$ cat src/rtl/keypad_pkg.sv
// rtl/keypad_pkg.sv - shared types, widths and decode helpers for the keypad encoder
package keypad_pkg;

  localparam int KEY_W = 10;
  localparam int BCD_W = 4;
  localparam int ENTRY_CNT_W = 3;

  typedef enum logic [1:0] {
    IDLE   = 2'd0,
    ACCEPT = 2'd1,
    REJECT = 2'd2,
    LOCK   = 2'd3
  } state_e;

  // OR of the indices of all set bits; exact for a one-hot input.
  function automatic logic [BCD_W-1:0] onehot_to_bin(input logic [KEY_W-1:0] x);
    logic [BCD_W-1:0] b;
    b = '0;
    for (int i = 0; i < KEY_W; i++) begin
      if (x[i]) b = b | BCD_W'(i);
    end
    return b;
  endfunction

  function automatic logic more_than_one(input logic [KEY_W-1:0] x);
    return (x & (x - KEY_W'(1))) != '0;
  endfunction

endpackage

$ cat src/rtl/keypad_onehot_enc.sv
// rtl/keypad_onehot_enc.sv - combinational key-line decode into digit code, any-key and multi-key flags
module keypad_onehot_enc
  import keypad_pkg::*;
(
  input  logic [KEY_W-1:0] keys_i,
  output logic [BCD_W-1:0] code_o,
  output logic             any_o,
  output logic             multi_o
);

  always_comb begin
    code_o  = onehot_to_bin(keys_i);
    any_o   = |keys_i;
    multi_o = more_than_one(keys_i);
  end

endmodule

$ cat src/rtl/keypad_encoder.sv
// rtl/keypad_encoder.sv - press/reject/lockout FSM feeding a BCD MM:SS entry shift buffer
module keypad_encoder
  import keypad_pkg::*;
#(
  parameter int NKEYS          = 10,
  parameter int DIGITS         = 4,
  parameter int RELEASE_CYCLES = 4
) (
  input  logic                  clk,
  input  logic                  rst_n,
  input  logic [NKEYS-1:0]      keys,
  input  logic                  clr_entry,
  output logic [3:0]            key_code,
  output logic                  key_valid,
  output logic                  multi_err,
  output logic [4*DIGITS-1:0]   entry,
  output logic [2:0]            entry_cnt
);

  localparam int CNT_W = $clog2(RELEASE_CYCLES + 1);
  localparam logic [CNT_W-1:0] REL_LAST = CNT_W'(RELEASE_CYCLES - 1);
  localparam logic [ENTRY_CNT_W-1:0] CNT_FULL = ENTRY_CNT_W'(DIGITS);

  logic [NKEYS-1:0]       keys_q;
  state_e                 state_q, state_d;
  logic [CNT_W-1:0]       rel_cnt_q, rel_cnt_d;
  logic [BCD_W-1:0]       key_code_q, key_code_d;
  logic [4*DIGITS-1:0]    entry_q, entry_d;
  logic [ENTRY_CNT_W-1:0] entry_cnt_q, entry_cnt_d;

  logic [BCD_W-1:0] enc_code;
  logic             enc_any;
  logic             enc_multi;

  keypad_onehot_enc u_enc (
    .keys_i  (keys_q),
    .code_o  (enc_code),
    .any_o   (enc_any),
    .multi_o (enc_multi)
  );

  // Reset lands in LOCK so a key held across reset must be released before it counts.
  always_ff @(posedge clk or negedge rst_n) begin
    if (!rst_n) begin
      keys_q      <= '0;
      state_q     <= LOCK;
      rel_cnt_q   <= '0;
      key_code_q  <= '0;
      entry_q     <= '0;
      entry_cnt_q <= '0;
    end else begin
      keys_q      <= keys;
      state_q     <= state_d;
      rel_cnt_q   <= rel_cnt_d;
      key_code_q  <= key_code_d;
      entry_q     <= entry_d;
      entry_cnt_q <= entry_cnt_d;
    end
  end

  always_comb begin
    state_d    = state_q;
    rel_cnt_d  = '0;
    key_code_d = key_code_q;
    case (state_q)
      IDLE: begin
        if (enc_any) begin
          if (enc_multi) begin
            state_d = REJECT;
          end else begin
            state_d    = ACCEPT;
            key_code_d = enc_code;
          end
        end
      end
      ACCEPT, REJECT: state_d = LOCK;
      LOCK: begin
        // Any activity, including bounce, restarts the clean-release count.
        if (!enc_any) begin
          if (rel_cnt_q == REL_LAST) begin
            state_d = IDLE;
          end else begin
            rel_cnt_d = rel_cnt_q + CNT_W'(1);
          end
        end
      end
      default: state_d = LOCK;
    endcase
  end

  // Clear wins over a coincident accept; a full buffer silently drops digits.
  always_comb begin
    entry_d     = entry_q;
    entry_cnt_d = entry_cnt_q;
    if (clr_entry) begin
      entry_d     = '0;
      entry_cnt_d = '0;
    end else if (state_q == ACCEPT && entry_cnt_q < CNT_FULL) begin
      entry_d     = {entry_q[4*DIGITS-5:0], key_code_q};
      entry_cnt_d = entry_cnt_q + ENTRY_CNT_W'(1);
    end
  end

  assign key_valid = (state_q == ACCEPT);
  assign multi_err = (state_q == REJECT);
  assign key_code  = key_code_q;
  assign entry     = entry_q;
  assign entry_cnt = entry_cnt_q;

  a_strobe_excl: assert property (@(posedge clk) disable iff (!rst_n)
    !(key_valid && multi_err));
  a_valid_single: assert property (@(posedge clk) disable iff (!rst_n)
    key_valid |=> !key_valid);
  a_cnt_range: assert property (@(posedge clk) disable iff (!rst_n)
    entry_cnt <= CNT_FULL);

endmodule

$ cat config.mk
export PLATFORM = sky130hd
export DESIGN_NAME = keypad_encoder
export DESIGN_NICKNAME = d
export VERILOG_FILES = /design/src/rtl/keypad_pkg.sv /design/src/rtl/keypad_onehot_enc.sv /design/src/rtl/keypad_encoder.sv
export SDC_FILE = /design/constraint.sdc
export NUM_CORES = 1
export LEC_CHECK = 0
export CELL_PAD_IN_SITES_DETAIL_PLACEMENT = 1
export CELL_PAD_IN_SITES_GLOBAL_PLACEMENT = 2
export CORE_UTILIZATION = 31
export DETAILED_ROUTE_END_ITERATION = 10
export PLACE_DENSITY = 0.76
export SYNTH_ARGS = -nofsm -noshare
export SYNTH_HDL_FRONTEND = slang
export SYNTH_SLANG_ARGS = --single-unit
$ cat constraint.sdc
create_clock -name clk -period 2.23 [get_ports clk]
set_input_delay 0.446 -clock clk [delete_from_list [all_inputs] [get_ports clk]]
set_output_delay 0.446 -clock clk [all_outputs]
set_load 0.005 [all_outputs]
### After elaboration in Yosys (flattened, before gate mapping)

Index checks and enable logic that the tools add are counted.

| word-level totals | value |
|---|---|
| flip-flop bits (word level) | 38 |
| bits in latches | 0 |
| memory bits (writable) | 0 |
| memory bits (read-only) | 0 |
| input bits | 13 |
| output and inout bits | 25 |
| word-level logic and storage cells | 48 |
| memories kept | 0 |

| operators by class | value |
|---|---|
| add/sub/neg operators | 3 |
| $mul | 0 |
| div/mod/pow operators | 0 |
| magnitude comparators | 1 |
| eq/ne operators | 7 |
| shift operators | 0 |
| mux-type cells | 21 |
| bitwise gates (word level) | 2 |
| reduce and logical (&&, ||, !) cells | 8 |

Operators with widths:

| operator | number |
|---|---|
| two-way mux 16 bit | 2 |
| two-way mux 3 bit | 9 |
| two-way mux 2 bit | 6 |
| bitwise AND 10 bit | 1 |
| nonzero test 10 bit | 1 |
| OR reduction 10 bit | 1 |
| subtractor 10 x 1 -> 10 bit, second input constant | 1 |
| two-way mux 4 bit | 2 |
| adder 3 x 1 -> 3 bit, second input constant | 2 |
| != test 2 bit, second input constant | 3 |
| case mux 2 bit (3 select lines) | 1 |
| AND reduction 3 bit | 2 |
| == test 2 bit, second input constant | 2 |
| == test 3 x 2 -> 1 bit, second input constant | 1 |
| less-than comparator 3 bit, second input constant | 1 |
| == test 2 x 1 -> 1 bit, second input constant | 1 |
| zero test 2 bit | 1 |
| nonzero test 2 bit | 1 |
| OR reduction 2 bit | 1 |
| logical AND 1 bit | 1 |
| two-way mux 1 bit | 1 |
| NOT 1 bit | 1 |

### Logic depth before layout (Yosys ltp)

| logic depth | value |
|---|---|
| word-level depth | 9 |
| mapped depth | 7 |
| depth with buffers taken out | 5 |

### By module

Synthesis repeated with hierarchy kept, for this count alone.

| second synthesis, totals | value |
|---|---|
| cells, all modules | 146 |
| area, all modules | 1595.3 um^2 |

By module, submodules not included:

| module | instances | cells an instance | area an instance (um^2) |
|---|---|---|---|
| keypad_encoder | 1 | 126 | 1468.9 |
| keypad_onehot_enc | 1 | 20 | 126.4 |

### Least setup slack after synthesis

No wires, ideal clock.

| path | value |
|---|---|
| path kind | register -> register |
| from | register keys_q[0] |
| to | register state_q[1] |
| arrival time | 1883 ps |
| path slack | 265 ps |
| stages on the path, launching flop included | 6 |
| path buffers | 0 |
| cell sequence | dfrtp_1 -> or4_4 -> nor4_4 -> nand2_1 -> a22oi_1 -> mux2_2 |

| between the ends | value |
|---|---|
| cells in the longest elaborated chain, start to end | 6 |
| elaborated cells on any way between the ends | 10 |
| those cells by class | add/sub (1); eq/ne (2); mux (3); bitwise (1); reduce/logical (3) |

RTL lines:

| what | RTL line | text |
|---|---|---|
| start: declaration | keypad_encoder.sv:24 | `logic [NKEYS-1:0] keys_q;` |
| start signal: assignment | keypad_encoder.sv:52 | `keys_q <= keys;` |
| subtractor 10 x 1 -> 10 bit | keypad_pkg.sv:26 | `return (x & (x - KEY_W'(1))) != '0;` |
| bitwise AND 10 bit | keypad_pkg.sv:26 |  |
| nonzero test 10 bit | keypad_pkg.sv:26 |  |
| two-way mux 2 bit | keypad_encoder.sv:68 | `if (enc_multi) begin` |
| two-way mux 2 bit | keypad_encoder.sv:67 | `if (enc_any) begin` |
| case mux 2 bit (3 select lines) | keypad_encoder.sv:65 | `case (state_q)` |
| end signal: assignment | keypad_encoder.sv:53 | `state_q <= state_d;` |
| end: declaration | keypad_encoder.sv:25 | `state_e state_q, state_d;` |

Several ways; a longest one is shown, not always the timed one. The select of a mux whose other input is x is not followed.
A chain may end at the register's enable or synchronous reset.

### Worst setup path after layout

| path | value |
|---|---|
| from | register keys_q[1] |
| to | register key_code_q[1], in the netlist key_code[1] |

| between the ends | value |
|---|---|
| cells in the longest elaborated chain, start to end | 5 |
| elaborated cells on any way between the ends | 6 |
| those cells by class | add/sub (1); bitwise (2); reduce/logical (3) |

RTL lines:

| what | RTL line | text |
|---|---|---|
| subtractor 10 x 1 -> 10 bit | keypad_pkg.sv:26 |  |
| bitwise AND 10 bit | keypad_pkg.sv:26 |  |
| nonzero test 10 bit | keypad_pkg.sv:26 |  |
| NOT 1 bit (no source line) | -- |  |
| AND reduction 3 bit (no source line) (*) | -- |  |
| end signal: assignment | keypad_encoder.sv:55 | `key_code_q <= key_code_d;` |
| end: declaration | keypad_encoder.sv:27 | `logic [BCD_W-1:0] key_code_q, key_code_d;` |

Mark *: on every way between the ends. The rest lies on a longest branch, timed or not.

==> flow_summary.toml <==
[synthesis]
syn_nets = 171
synth.avg_cell_area_um2 = 10.7
synth.area.top_cells = "dfrtp_1 55%, nand2_1 8.5%, a21oi_1 6.5%"
synth_top_cell_area_share_pct = 55.4
synth_top_cell_by_area = "dfrtp_1"
ys_types = 34
synthCells = 152
yosys_warnings = 0
yosysSeqAreaShare_pct = 58.6
ys_seq_elements = 38
synth_area_mm2 = 0.00163

[grt]
grt_pass1_vias = 1280
grt_use_total_pct = 14.3
grt_use_met3_pct = 3.79
grt_max_degree = 39
grt_use_met2_pct = 24.9
busiest_layer = "met2"
grt_pass1_wl_um = 5930
grtUsageMet1_pct = 16.8
gr-total-overflow = 0
antenna_found_initial = 0

[power_and_ir_drop]
swShare_pct = 29.1
finalPower_mw = 1.67
leakagePower_nw = 0.907
powerDensity_mw_per_mm2 = 771
seqPwrFrac_pct = 48.1
p_int_mw = 1.19
p_comb_share_pct = 25.9
power.net_switching_uw = 487
clockPowerShare_pct = 26.1
peakVddDrop_v = 0.000447

[floorplanning]
core_area_mm2 = 0.00488
die_h_um = 74.4
io_pins = 38
initial_core_util_pct = 33.3
rows = 25
die_w_um = 74.4
die_area_mm2 = 0.00554

[setup_path]
r2r-start = "keys_q[1]$_DFF_PN0_"
crit_buf_inv = 0
reg2reg_to = "key_code[1]$_DFFE_PN0P_"
crit_arrival_ps = 2240
crit_family = "simple AND/OR/NAND/NOR gates"
cpMaxStageDelayCell = "or4_4"
required_ps = 2400
critPathMaxFanout = 9
critical_path.cell_chain = "or4_4 -> nor4_1 -> o311a_2 -> nand3b_1 -> mux2_4"
slowest_delay_ps = 570
start_kind = "register"
cp-end-kind = "register"
rrSetupSlack_ps = 160
ff2ff_path_depth = 5
critPathKind = "register to register"

[cts]
cts_max_level = 2
ctsHoldBuffers = 0
cts_buffers = 5
clkLatencyLatePin_ps = 280
ctsRootBufferMaster = "clkbuf_8"
cts_tree = "yes"
post-cts-setup-buffer-count = 0
clockBufferDepth = 2
clk_pin_slew_ps = 70
clock-sinks = 38
cts.repair.resized = 0

[drt]
routedWlPerCell_um = 13.3
wirelength_um = 3490
firstDrtPassIters = 4
ant_nets = 0
vias = 1249
viasPerCell = 4.75
drc = 0
drt_iter0_drc = 67

[cells_and_area]
layout_common_cells = "37 x nand2_1, 36 x dfrtp_1, 36 x clkdlybuf4s50_1, 21 x a21oi_1"
nFillCells = 557
syn_to_final_growth_pct = 33.5
nNetsFinal = 214
utilization_pct = 44.5
final_common_cell = "nand2_1"
antenna_cells = 0
drive_gt1_share_pct = 10.7
postLayoutCellArea_mm2 = 0.00217

[placement]
dpl_cell_area_mm2 = 0.00209
port_buffers = 37
gp_congestion = 0.729
hpwl_um = 2600

[sta]
worst_slew_pin_slew_ps = 829
rsz0062_at_grt = "false"
maxSlewViolCount = 0
hold_viol = 0
tns_ps = 0
post-route-min-period_ps = 2070
timing.fmax_mhz = 482
layout_worst_path_cycle_share_pct = 93.0
slew_headroom_pct = 44.8
holdWs_ps = 258
finClkSkew_ps = 4.43
final-setup-viol-count = 0

[status]
status = "completed"

[job]
max_cap_violations = 0

[hold_path]
hold_class = "input pin to asynchronous set/reset pin"
-- how the worst max path moves through the flow --
stage	startpoint	depth (start not counted)	to
after detailed placement	keys_q[1]$_DFF_PN0_	5	key_code[1]$_DFFE_PN0P_
final	keys_q[1]$_DFF_PN0_	5	key_code[1]$_DFFE_PN0P_
after CTS	keys_q[1]$_DFF_PN0_	5	key_code[1]$_DFFE_PN0P_
after floorplan	keys_q[0]$_DFF_PN0_	5	state_q[1]$_DFFE_PN1P_
after global placement	keys_q[0]$_DFF_PN0_	5	key_code[1]$_DFFE_PN0P_
after global routing	keys_q[1]$_DFF_PN0_	5	key_code[1]$_DFFE_PN0P_
-- area by class of cell --
| cell class | count | area, um2 | share of cell area (%) |
|---|---|---|---|
| flip-flops and latches | 38 | 953 | 43.9 |
| multi-input cells | 106 | 643 | 29.6 |
| repair buffers | 42 | 403 | 18.6 |
| well taps | 67 | 83.8 | 3.86 |
| clock buffers | 8 | 80.1 | 3.69 |
| inverters | 2 | 7.51 | 0.346 |
-- routing by layer --
layer | vias up | share of wire, %
li1 | 609 | -
met1 | 600 | 44
met2 | 35 | 49
met3 | 5 | 5.0
met4 | 0 | 1.5
met5 | - | 0
-- flip-flops by register name, summed over array words and instances (netlist names) --
| signal | cells |
|---|---|
| entry_cnt | 3 |
| key_code | 4 |
| entry | 16 |
| rel_cnt_q | 3 |
| state_q | 2 |
| keys_q | 10 |
-- worst reg2reg max path, cell delays in order, from the launching register on --
cell      delay (ps)
dfrtp_1          420
or4_4            570
nor4_1           240
o311a_2          320
nand3b_1         120
mux2_4           300
-- cells in the mapped netlist --
library cell,instances
nand2_1,37
o2bb2ai_1,1
or2b_2,1
nand2b_1,1
nor2_1,5
o31ai_1,1
nand3b_1,1
nor2b_1,5
and3_1,1
mux2_4,1
nor4b_1,1
a21oi_1,21
nor4_1,1
o311a_2,1
nor3b_1,1
or4_4,2
mux2_2,1
inv_1,2
a31oi_1,1
nor4_4,1
buf_1,1
dfstp_2,2
mux2i_1,1
nor3_1,6
a2111o_1,1
clkbuf_1,5
or4_1,1
ha_1,6
or3_1,1
a22oi_1,2
maj3_1,2
dfrtp_1,36
o22a_2,1
xnor2_1,1
-- power by group through the flow --
stage          Combinational [mW]  Sequential [mW]  Clock (mW)
6_report                    0.433            0.805       0.437
5_1_grt                     0.492            0.814       0.496
4_1_cts                     0.446            0.805       0.464
3_5_place_dp                0.442            0.817           0
3_3_place_gp                0.434            0.814           0
2_1_floorplan               0.256            0.806           0
-- metrics by stage --
step	instances	worst slack, ps
2_1_floorplan	152	265
3_3_place_gp	255	219
3_5_place_dp	255	154
4_1_cts	263	151
5_1_grt	263	78.4
6_report	263	155
-- cells by family after synthesis --
family	after synthesis	synth area share (%)
DFF	38	58.6
muxes	3	2.23
adders and majority gates	8	5.85
buffers and inverters	8	1.85
and+or+nand+nor	65	20.2
xor gates and xnor gates	1	0.539
AOI/OAI and AO/OA	29	10.8
(Power assumes the default switching activity.)
==> edit, RTL diff (same settings) <==
Make the reset (`rst_n`) synchronous in one clocked block.
--- a/src/rtl/keypad_encoder.sv
+++ b/src/rtl/keypad_encoder.sv
@@ -40,7 +40,7 @@
   );
 
   // Reset lands in LOCK so a key held across reset must be released before it counts.
-  always_ff @(posedge clk or negedge rst_n) begin
+  always_ff @(posedge clk) begin
     if (!rst_n) begin
       keys_q      <= '0;
       state_q     <= LOCK;
Check against the original RTL: differs if rst_n is asserted again (counterexample within 10 cycles, from zero or initial values and one cycle with rst_n low); with rst_n held inactive, the same outputs for 10 cycles.
==> edit against the unedited design <==
Sequential cell count unchanged; count of clock-buffer cells in the layout down 3; clock skew up 0.0043 ns; final area down 2.8%; setup slack better by 0.13 ns; power up 1.1%; critical path depth unchanged; via count up 8.6%; clock power up 31%; routed wire length up 10%; maximum frequency up 6.5%; area after synthesis down 4.4%; sequential share of layout area down 7.9 points; critical path type unchanged; largest power group unchanged; highest routed layer unchanged.
==> edit: results <==
group,metric,value,unit
worst_setup_path,start_kind,"flip-flop",
power,p_leak,0.0007510,µW
synthesis,yosysSeqAreaShare,0.4891,
drt,first_iter_violations,31,
worst_setup_path,crit_fanout,6,
final_layout,fill_cells,575,
power,p_int,1194,µW
synthesis,synth_common_cells,"nand2_1, dfxtp_1, a21oi_1",
worst_setup_path,arrival,2.17,ns
clock_network,clock_latency,0.29,ns
clock_network,path_clk_slew,0.07,ns
grt,grtUsageTotal,0.1604,
clock_network,cts_resized,0,
drt,first_pass_iters,4,
status,status,"complete, no violations",
grt,grt_max_degree,20,
synthesis,async_flop_share,0,
sta,final.setup_skew,0.008721,ns
grt,grt_pass1_wl,6.375,mm
worst_setup_path,reg2reg_from,"keys_q[3]",
worst_setup_path,max_stage_delay,0.48,ns
synthesis,synth.distinct_cells,38,
final_layout,antennaDiodeCount,0,
final_layout,layout-drive-gt1-share,0.08920,
place,gp_congestion,0.8357,
worst_setup_path,critical-path-slowest-cell,"a2111oi_4",
clock_network,post_cts_buffers,0,
synthesis,synth_area_leaders,"dfxtp_1, nand2_1, a21oi_1",
final_layout,largest_register_ffs,16,
synthesis,syn_nets,193,
hold_path,min_path_type,"flip-flop to flip-flop",
synthesis,synth-main-ff-cell,"dfxtp_1",
sta,max_slew_margin,0.5897,
power,peakVddDrop,0.3920,mV
place,placed_cell_area,2002,µm²
clock_network,htreeDepth,2,
hold_path,hold_start,"rel_cnt_q[0]",
place,place_hpwl,3.029,mm
drt,vias,1357,
drt,wirelength,3.845,mm
final_layout,nets,232,
==> edit: changes by cell type after synthesis, moves of 3 or more <==
cell / before / now
and2_1: 0 / 10
dfrtp_1: 36 / 0
dfxtp_1: 0 / 38
nor2b_1: 5 / 2
o21ai_0: 0 / 3
==> edit: worst paths after layout <==
| kind | endpoint | slack (ns) | depth (start not counted) |
|---|---|---|---|
| worst max-delay path | key_code[2] | 0.28 | 5 |
| worst min-delay path | rel_cnt_q[0] | 0.43 | 1 |
| worst max register to register | key_code[2] | 0.28 | 5 |
| worst min register to register | rel_cnt_q[0] | 0.43 | 1 |
==> edit: metal layers <==
layer | global-route usage | up-vias | part of all wire
met4 | 0.05882 | 0 | 0.018
met5 | 0 | - | 0
met3 | 0.04144 | 8 | 0.037
li1 | - | 670 | -
met1 | 0.1717 | 644 | 0.42
met2 | 0.3011 | 35 | 0.53
==> edit: power by group through the flow <==
stage | combinational, µW | clock (µW) | sequential, µW
6_report | 371 | 574 | 748
5_1_grt | 411 | 622 | 753
4_1_cts | 379 | 596 | 748
3_5_place_dp | 373 | 0 | 764
3_3_place_gp | 353 | 0 | 761
2_1_floorplan | 241 | 0 | 755
==> edit: cell families (layout without fill, tap and decap cells) <==
kind of cell    count (synthesis)  in the layout  share of synthesized area
flops                          38             38                     0.4891
buf+inv                        12             52                    0.02896
xor+xnor                        1              1                   0.005633
compound gates                 35             35                     0.1521
simple gates                   79             79                     0.2615
mux                             1              1                   0.006436
fa+ha+maj                       7              7                    0.05631
==> edit: per-stage QoR <==
stage | total power [µW] | setup WS (ns) | utilization | instances
after global routing | 1786 | 0.1538 | 0.4410 | 280
after floorplan | 995.8 | 0.5790 | - | 173
after detailed placement | 1137 | 0.3206 | 0.4183 | 272
after CTS | 1723 | 0.2669 | 0.4410 | 280
final | 1693 | 0.2810 | 0.4410 | 280
after global placement | 1114 | 0.4634 | 0.4183 | 272
==> edit: final cells by class <==
type / instances / share of cell area
Multi-Input combinational cell: 123 / 0.3551
Tap cell: 67 / 0.03972
Clock buffer: 5 / 0.03260
Timing Repair Buffer: 40 / 0.1861
Sequential cell: 38 / 0.3604
Clock inverter: 3 / 0.01897
Inverter: 4 / 0.007113
==> edit: worst max-delay path: cells and delay by family, from the launching register on <==
| family | cells | cell delay [ns] |
|---|---|---|
| and+or+nand+nor | 2 | 0.61 |
| AOI/OAI and AO/OA | 2 | 0.72 |
| muxes | 1 | 0.17 |
| DFF | 1 | 0.38 |
